**src/rtl/mvd_dec_pkg.sv**
```systemverilog
// Shared types, widths and arithmetic helpers for the motion-vector Exp-Golomb decoder.
package mvd_dec_pkg;

   localparam int unsigned MAX_PREFIX_DEF = 16;
   localparam int unsigned K_W     = MAX_PREFIX_DEF + 1;
   localparam int unsigned MVD_W   = MAX_PREFIX_DEF + 2;
   localparam int unsigned SUM_W   = MAX_PREFIX_DEF + 3;
   localparam int unsigned INFO_W  = MAX_PREFIX_DEF;
   localparam int unsigned LEN_W   = $clog2(MAX_PREFIX_DEF + 1);
   localparam int unsigned CAND_W  = 16;
   localparam int unsigned MV_W    = 32;
   localparam int unsigned BC_W    = 64;
   localparam int unsigned SHIFT_W = 5;
   localparam int unsigned BITS_W  = 8;

   typedef enum logic [2:0] {
      ST_IDLE,
      ST_CAND,
      ST_PFX,
      ST_SFX,
      ST_DONE,
      ST_ERR
   } state_t;

   typedef enum logic {
      COMP_X,
      COMP_Y
   } comp_t;

   // Map an unsigned code number onto the signed se(v) value: odd -> positive, even -> negative.
   function automatic logic [MVD_W-1:0] se_map(input logic [K_W-1:0] k);
      logic [MVD_W-1:0] w_ext;
      w_ext = {1'b0, k};
      if (k[0]) se_map = (w_ext + MVD_W'(1)) >> 1;
      else      se_map = MVD_W'(0) - (w_ext >> 1);
   endfunction

   // Candidate plus mvd, sign-extended wide enough not to overflow, then arithmetic shift.
   function automatic logic [MV_W-1:0] recon(input logic [CAND_W-1:0]  cand,
                                             input logic [MVD_W-1:0]   mvd,
                                             input logic [SHIFT_W-1:0] shift);
      logic [SUM_W-1:0]       w_sum;
      logic signed [MV_W-1:0] w_ext;
      w_sum = {{(SUM_W-CAND_W){cand[CAND_W-1]}}, cand} +
              {{(SUM_W-MVD_W){mvd[MVD_W-1]}}, mvd};
      w_ext = $signed({{(MV_W-SUM_W){w_sum[SUM_W-1]}}, w_sum});
      recon = w_ext >>> shift;
   endfunction

endpackage

```
**src/rtl/eg_field_decoder.sv**
```systemverilog
// Decodes one signed order-0 Exp-Golomb field from accepted serial bits; reused for x then y.
module eg_field_decoder
   import mvd_dec_pkg::*;
#(
   parameter int unsigned MAX_PREFIX = MAX_PREFIX_DEF
)
(
   input  logic             i_clk,
   input  logic             i_rst_n,
   input  logic             i_start,
   input  logic             i_acc,
   input  logic             i_bit,
   output logic             o_done_c,
   output logic             o_err_c,
   output logic [MVD_W-1:0] o_mvd_c
);

   state_t              r_phase;
   logic [LEN_W-1:0]    r_len;
   logic [LEN_W-1:0]    r_cnt;
   logic [INFO_W-1:0]   r_info;

   logic                w_pfx;
   logic                w_last_sfx;
   logic [INFO_W-1:0]   w_info_nxt;
   logic [K_W-1:0]      w_k;

   // Result is formed combinationally on the accepting cycle so the caller can register it at once.
   always_comb begin
      w_pfx      = (r_phase == ST_PFX);
      w_info_nxt = {r_info[INFO_W-2:0], i_bit};
      w_last_sfx = !w_pfx && (r_cnt == (r_len - LEN_W'(1)));
      w_k        = w_pfx ? '0 : ((K_W'(1) << r_len) - K_W'(1) + K_W'(w_info_nxt));
      o_done_c   = i_acc && (w_pfx ? (i_bit && (r_len == '0)) : w_last_sfx);
      o_err_c    = i_acc && w_pfx && !i_bit && (r_len == LEN_W'(MAX_PREFIX));
      o_mvd_c    = se_map(w_k);
   end

   // Prefix zero counting, then suffix collection; self-clears after each field or an overflow.
   always_ff @(posedge i_clk or negedge i_rst_n) begin
      if (!i_rst_n) begin
         r_phase <= ST_PFX;
         r_len   <= '0;
         r_cnt   <= '0;
         r_info  <= '0;
      end else if (i_start || o_done_c || o_err_c) begin
         r_phase <= ST_PFX;
         r_len   <= '0;
         r_cnt   <= '0;
         r_info  <= '0;
      end else if (i_acc) begin
         if (w_pfx) begin
            if (i_bit) begin
               r_phase <= ST_SFX;
               r_cnt   <= '0;
               r_info  <= '0;
            end else begin
               r_len <= r_len + LEN_W'(1);
            end
         end else begin
            r_info <= w_info_nxt;
            r_cnt  <= r_cnt + LEN_W'(1);
         end
      end
   end

endmodule

```
**src/rtl/mvd_expgolomb_decoder.sv**
```systemverilog
// Serial motion-vector decoder: candidate select bit, then se(v) mvd_x and mvd_y, then reconstruction.
module mvd_expgolomb_decoder
   import mvd_dec_pkg::*;
#(
   parameter int unsigned MAX_PREFIX = MAX_PREFIX_DEF
)
(
   input  logic        ap_clk,
   input  logic        ap_rst_n,
   input  logic        ap_start,
   output logic        ap_idle,
   input  logic [31:0] mv_shift,
   input  logic [15:0] mv_cand_0,
   input  logic [15:0] mv_cand_1,
   input  logic [15:0] mv_cand_2,
   input  logic [15:0] mv_cand_3,
   input  logic        bit_in,
   input  logic        bit_in_vld,
   output logic        bit_in_rdy,
   output logic [31:0] mv_x,
   output logic [31:0] mv_y,
   output logic        mv_ap_vld,
   output logic [63:0] bitcount,
   output logic        err_ap_vld
);

   state_t                     r_state;
   comp_t                      r_comp;
   logic [SHIFT_W-1:0]         r_shift;
   logic [3:0][CAND_W-1:0]     r_cand;
   logic                       r_sel;
   logic [MVD_W-1:0]           r_mvd_x;
   logic [BITS_W-1:0]          r_bits;

   logic                       w_acc;
   logic                       w_start;
   logic                       w_fd_acc;
   logic                       w_fd_done;
   logic                       w_fd_err;
   logic [MVD_W-1:0]           w_fd_mvd;
   logic [CAND_W-1:0]          w_cand_x;
   logic [CAND_W-1:0]          w_cand_y;
   logic                       w_unused_shift;

   assign w_acc          = bit_in_vld && bit_in_rdy;
   assign w_start        = ap_start && ap_idle;
   assign w_fd_acc       = w_acc && (r_state == ST_PFX);
   assign w_cand_x       = r_sel ? r_cand[2] : r_cand[0];
   assign w_cand_y       = r_sel ? r_cand[3] : r_cand[1];
   assign w_unused_shift = ^mv_shift[31:SHIFT_W];

   eg_field_decoder #(
      .MAX_PREFIX (MAX_PREFIX)
   ) u_field (
      .i_clk    (ap_clk),
      .i_rst_n  (ap_rst_n),
      .i_start  (w_start),
      .i_acc    (w_fd_acc),
      .i_bit    (bit_in),
      .o_done_c (w_fd_done),
      .o_err_c  (w_fd_err),
      .o_mvd_c  (w_fd_mvd)
   );

   // Sequencing of select bit and both fields; ST_PFX covers a whole field, suffix phase lives in u_field.
   always_ff @(posedge ap_clk or negedge ap_rst_n) begin
      if (!ap_rst_n) begin
         r_state    <= ST_IDLE;
         r_comp     <= COMP_X;
         r_shift    <= '0;
         r_cand     <= '0;
         r_sel      <= 1'b0;
         r_mvd_x    <= '0;
         r_bits     <= '0;
         ap_idle    <= 1'b1;
         bit_in_rdy <= 1'b0;
         mv_x       <= '0;
         mv_y       <= '0;
         mv_ap_vld  <= 1'b0;
         bitcount   <= '0;
         err_ap_vld <= 1'b0;
      end else begin
         mv_ap_vld  <= 1'b0;
         err_ap_vld <= 1'b0;
         if (w_acc) r_bits <= r_bits + BITS_W'(1);
         case (r_state)
            ST_IDLE: begin
               if (w_start) begin
                  r_shift    <= mv_shift[SHIFT_W-1:0];
                  r_cand     <= {mv_cand_3, mv_cand_2, mv_cand_1, mv_cand_0};
                  r_bits     <= '0;
                  r_comp     <= COMP_X;
                  ap_idle    <= 1'b0;
                  bit_in_rdy <= 1'b1;
                  r_state    <= ST_CAND;
               end
            end
            ST_CAND: begin
               if (w_acc) begin
                  r_sel   <= bit_in;
                  r_state <= ST_PFX;
               end
            end
            ST_PFX: begin
               if (w_fd_err) begin
                  err_ap_vld <= 1'b1;
                  bit_in_rdy <= 1'b0;
                  r_state    <= ST_ERR;
               end else if (w_fd_done) begin
                  if (r_comp == COMP_X) begin
                     r_mvd_x <= w_fd_mvd;
                     r_comp  <= COMP_Y;
                  end else begin
                     mv_x       <= recon(w_cand_x, r_mvd_x, r_shift);
                     mv_y       <= recon(w_cand_y, w_fd_mvd, r_shift);
                     bitcount   <= BC_W'(r_bits) + BC_W'(1);
                     mv_ap_vld  <= 1'b1;
                     bit_in_rdy <= 1'b0;
                     r_state    <= ST_DONE;
                  end
               end
            end
            ST_DONE, ST_ERR: begin
               ap_idle <= 1'b1;
               r_state <= ST_IDLE;
            end
            default: begin
               ap_idle    <= 1'b1;
               bit_in_rdy <= 1'b0;
               r_state    <= ST_IDLE;
            end
         endcase
      end
   end

endmodule

```
**config.mk**
```make
export PLATFORM = sky130hd
export DESIGN_NAME = mvd_expgolomb_decoder
export DESIGN_NICKNAME = d
export VERILOG_FILES = /design/src/rtl/mvd_dec_pkg.sv /design/src/rtl/eg_field_decoder.sv /design/src/rtl/mvd_expgolomb_decoder.sv
export SDC_FILE = /design/constraint.sdc
export NUM_CORES = 1
export LEC_CHECK = 0
export ABC_AREA = 1
export CORE_UTILIZATION = 40
export DETAILED_ROUTE_END_ITERATION = 12
export HOLD_SLACK_MARGIN = 0.02
export PLACE_DENSITY = 0.7
export REMOVE_ABC_BUFFERS = 1
export SETUP_SLACK_MARGIN = 0.1
export SKIP_CTS_REPAIR_TIMING = 1
export SYNTH_ARGS = -nofsm -noshare
export SYNTH_HDL_FRONTEND = slang
export SYNTH_HIERARCHICAL = 1
export SYNTH_SLANG_ARGS = --single-unit
```
**constraint.sdc**
```tcl
create_clock -name ap_clk -period 14.9 [get_ports ap_clk]
set_input_delay 2.98 -clock ap_clk [delete_from_list [all_inputs] [get_ports ap_clk]]
set_output_delay 2.98 -clock ap_clk [all_outputs]
set_load 0.01 [all_outputs]
```
==> summary.txt <==
Critical path required time: 15.27 ns
Final wirelength: 38.6 mm
Largest stage delay, worst path: 0.55 ns
Share of layout cells above drive strength 1: 0.0674
P_leak: 8.97 nW
DRT Pass-1 Iters: 10
Skew final: 0.0111 ns
Initial antenna violation count: 0
Critical path class: in -> reg
Failing checks: design-rule violations
Core Region: 35700 sq um
End of the worst register-to-register path: mv_y[16]
Wire per inst: 14.3 microns
DP HPWL: 29.6 mm
First-pass GRT wire length: 64.4 mm
Max Cap Viol: 0
Worst path top cell family by delay: simple AND/OR/NAND/NOR gates
Max-slew violations: 0
Adder-Cell Fraction of Synth Area: 0.0721
# DRC: 27
CTS Buf Count: 17
CP max stage cell: clkdlybuf4s50_1
R2R setup slack: 9.01 ns
Grt ovf: 0
Io pins: 233
Hold Crit Start: r_cand[39]
Crit path max fanout: 5
Pwr Total: 978 uW
Post-Synth Simple-Gate Area: 0.353
DR iter-0 viols: 964
Ys flop type: dfrtp_1
Critical Path Most Common Cell: nand2_1
Vias in the first global route: 13300
Run status: finished, violations left
Gpl congestion: 0.906
Critical path data arrival time: 8.21 ns
Period utilization: 0.526
Crit. End Element: flip-flop
Hold Vio Cnt, Final: 0
Synth area leaders: dfrtp_1, nand2_1, nand3_1, inv_1, ha_1
EDFF count, synth: 0
Die ar.: 37100 sq um
Post-Synth XOR/XNOR Area: 0.0235
Most frequent cell after synthesis: nand2_1
IO buf count: 150
Largest net degree at the start of global routing: 108
Post-Syn Instances: 2151
Power per Cell Area: 59.2 nW/um^2
Die Y: 193 microns
Via/cell ratio: 5.06
WP buf/inv: 7
Final #Nets: 2410
Post-Syn Area: 14500 sq um
Critical path depth in cells: 35
Number of antenna diodes: 0
Clock tree buffer depth: 2
Synth Area per Inst: 6.76 sq um
Final antenna-violating net count: 0
Synth Register Bits: 177
Hold Path Sink: r_cand[39]
Largest family of logic cells by synthesized area: simple AND/OR/NAND/NOR gates
Hold WC Path Type: reg -> reg
CTS tree: done
Setup TNS: 0 ns
Reg clk slew, reported paths: 0.07 ns
Leading area contributor after synthesis: dfrtp_1
Worst Setup SP: bit_in
Fmax: 128 MHz
Worst VDD drop: 0.0000813 V
Worst Reg-to-Reg Cells: 38
Die width: 193 microns
Post-synth ARST share: 1.00
Gr usage total: 0.217
Via total after detailed routing: 13700
Compound-Gate Fraction of Synth Area: 0.0918
Yosys warns: 6
Worst Tran Pin Value: 1.16 ns
Seq/Total Area, Yosys: 0.305
Proportion of synthesized area in mux cells: 0.0146
RSZ-0062 raised after global routing: no
CTS Root Cell: clkbuf_16
Post-layout minimum cycle time: 7.84 ns
Worst r2r src: u_field/r_len[0]
Final setup fails: 0
# rows: 69
Hold depth: 2
H-tree depth: 4
Latest clock arrival within the worst-skew pair: 0.46 ns
Clk sinks: 177
Worst setup SP type: input pin
Yosys top cell area share: 0.303
Area grow syn2layout: 13.7%
Starting Density: 0.408
Synth cell count leaders: nand2_1, inv_1, nand3_1, dfrtp_1, o21ai_0
Yosys cell types: 50
Slew headroom: 0.223
## registers in the layout, summed over array words and instances (netlist names), 3 cells and up
name / flops
bitcount: 9
mv_x: 19
mv_y: 19
r_bits: 8
r_cand: 64
r_mvd_x: 18
r_shift: 5
r_state: 3
u_field/r_cnt: 5
u_field/r_info: 15
u_field/r_len: 5
## report_power, final
group,leakage [nW],internal [mW],switching [mW]
sequential,2.26,0.480,0.000000000000000202
combinational,6.43,0.0176,0.0217
clock,0.286,0.250,0.208
## worst max path at each step
stage	end
3_3_place_gp	mv_y[8]
5_1_grt	mv_y[9]
3_5_place_dp	mv_y[8]
2_1_floorplan	mv_y[5]
4_1_cts	mv_y[8]
6_report	mv_y[16]
## area by class of cell
| class | count | area, sq um |
|---|---|---|
| clock buffers | 19 | 433 |
| clock inverters | 13 | 153 |
| fillers | 3621 | 19100 |
| inverters | 283 | 1060 |
| multi-input cells | 1587 | 8280 |
| flip-flops and latches | 177 | 4430 |
| well taps | 461 | 577 |
| repair buffers | 161 | 1590 |
## through the flow
step / hold slack, ns / worst slack (ns) / cell area (sq um) / instances / utilization
2_1_floorplan: 0.437 / 7.92 / 13800 / 2047 / -
3_3_place_gp: 0.453 / 6.70 / 15900 / 2669 / 0.447
3_5_place_dp: 0.454 / 6.66 / 15900 / 2669 / 0.447
4_1_cts: 0.473 / 7.14 / 16500 / 2701 / 0.463
5_1_grt: 0.492 / 6.54 / 16500 / 2701 / 0.463
6_report: 0.473 / 7.06 / 16500 / 2701 / 0.463
## logic make-up (layout without fill, tap and decap cells)
family / Yosys count / count (layout)
mux: 19 / 19
buf+inv: 441 / 476
xor+xnor: 39 / 39
simple gates: 1141 / 1141
other cells: 1 / 55
fa+ha+maj: 82 / 82
flops: 177 / 177
compound gates: 251 / 251
## cells in the final DEF (no fill, tap or decap), types with 3 or more instances in the layout
| master | n |
|---|---|
| clkinv_1 | 6 |
| clkdlybuf4s50_1 | 149 |
| nor2_2 | 13 |
| a31oi_1 | 15 |
| inv_1 | 267 |
| a21oi_2 | 8 |
| fa_1 | 3 |
| clkinv_4 | 4 |
| nor3_1 | 6 |
| nand4_1 | 62 |
| nand3b_1 | 10 |
| o21bai_1 | 5 |
| nor2_4 | 4 |
| nand3_2 | 21 |
| nand2_1 | 639 |
| inv_2 | 9 |
| mux2_2 | 12 |
| xnor2_1 | 21 |
| nand3_1 | 218 |
| nand2_2 | 28 |
| o21ai_0 | 121 |
| nor2_1 | 119 |
| mux2_1 | 6 |
| or2_1 | 4 |
| buf_4 | 11 |
| dfrtp_1 | 174 |
| conb_1 | 55 |
| a21oi_1 | 83 |
| o21ai_1 | 12 |
| and2_1 | 5 |
| clkbuf_16 | 17 |
| ha_1 | 79 |
| xor2_1 | 18 |
| or2_2 | 3 |
## routing by layer
layer  track usage  part of all wire
met1         0.280              0.47
met2         0.371              0.47
met3        0.0360             0.045
met4        0.0572             0.015
met5             0                 0
## tightest hold or removal path, stage by stage, from the launching register on
cell     delay, ns
dfrtp_1       0.34
nand2_1       0.05
nand2_1       0.05
Note: power is estimated with default switching activity, not from simulation.
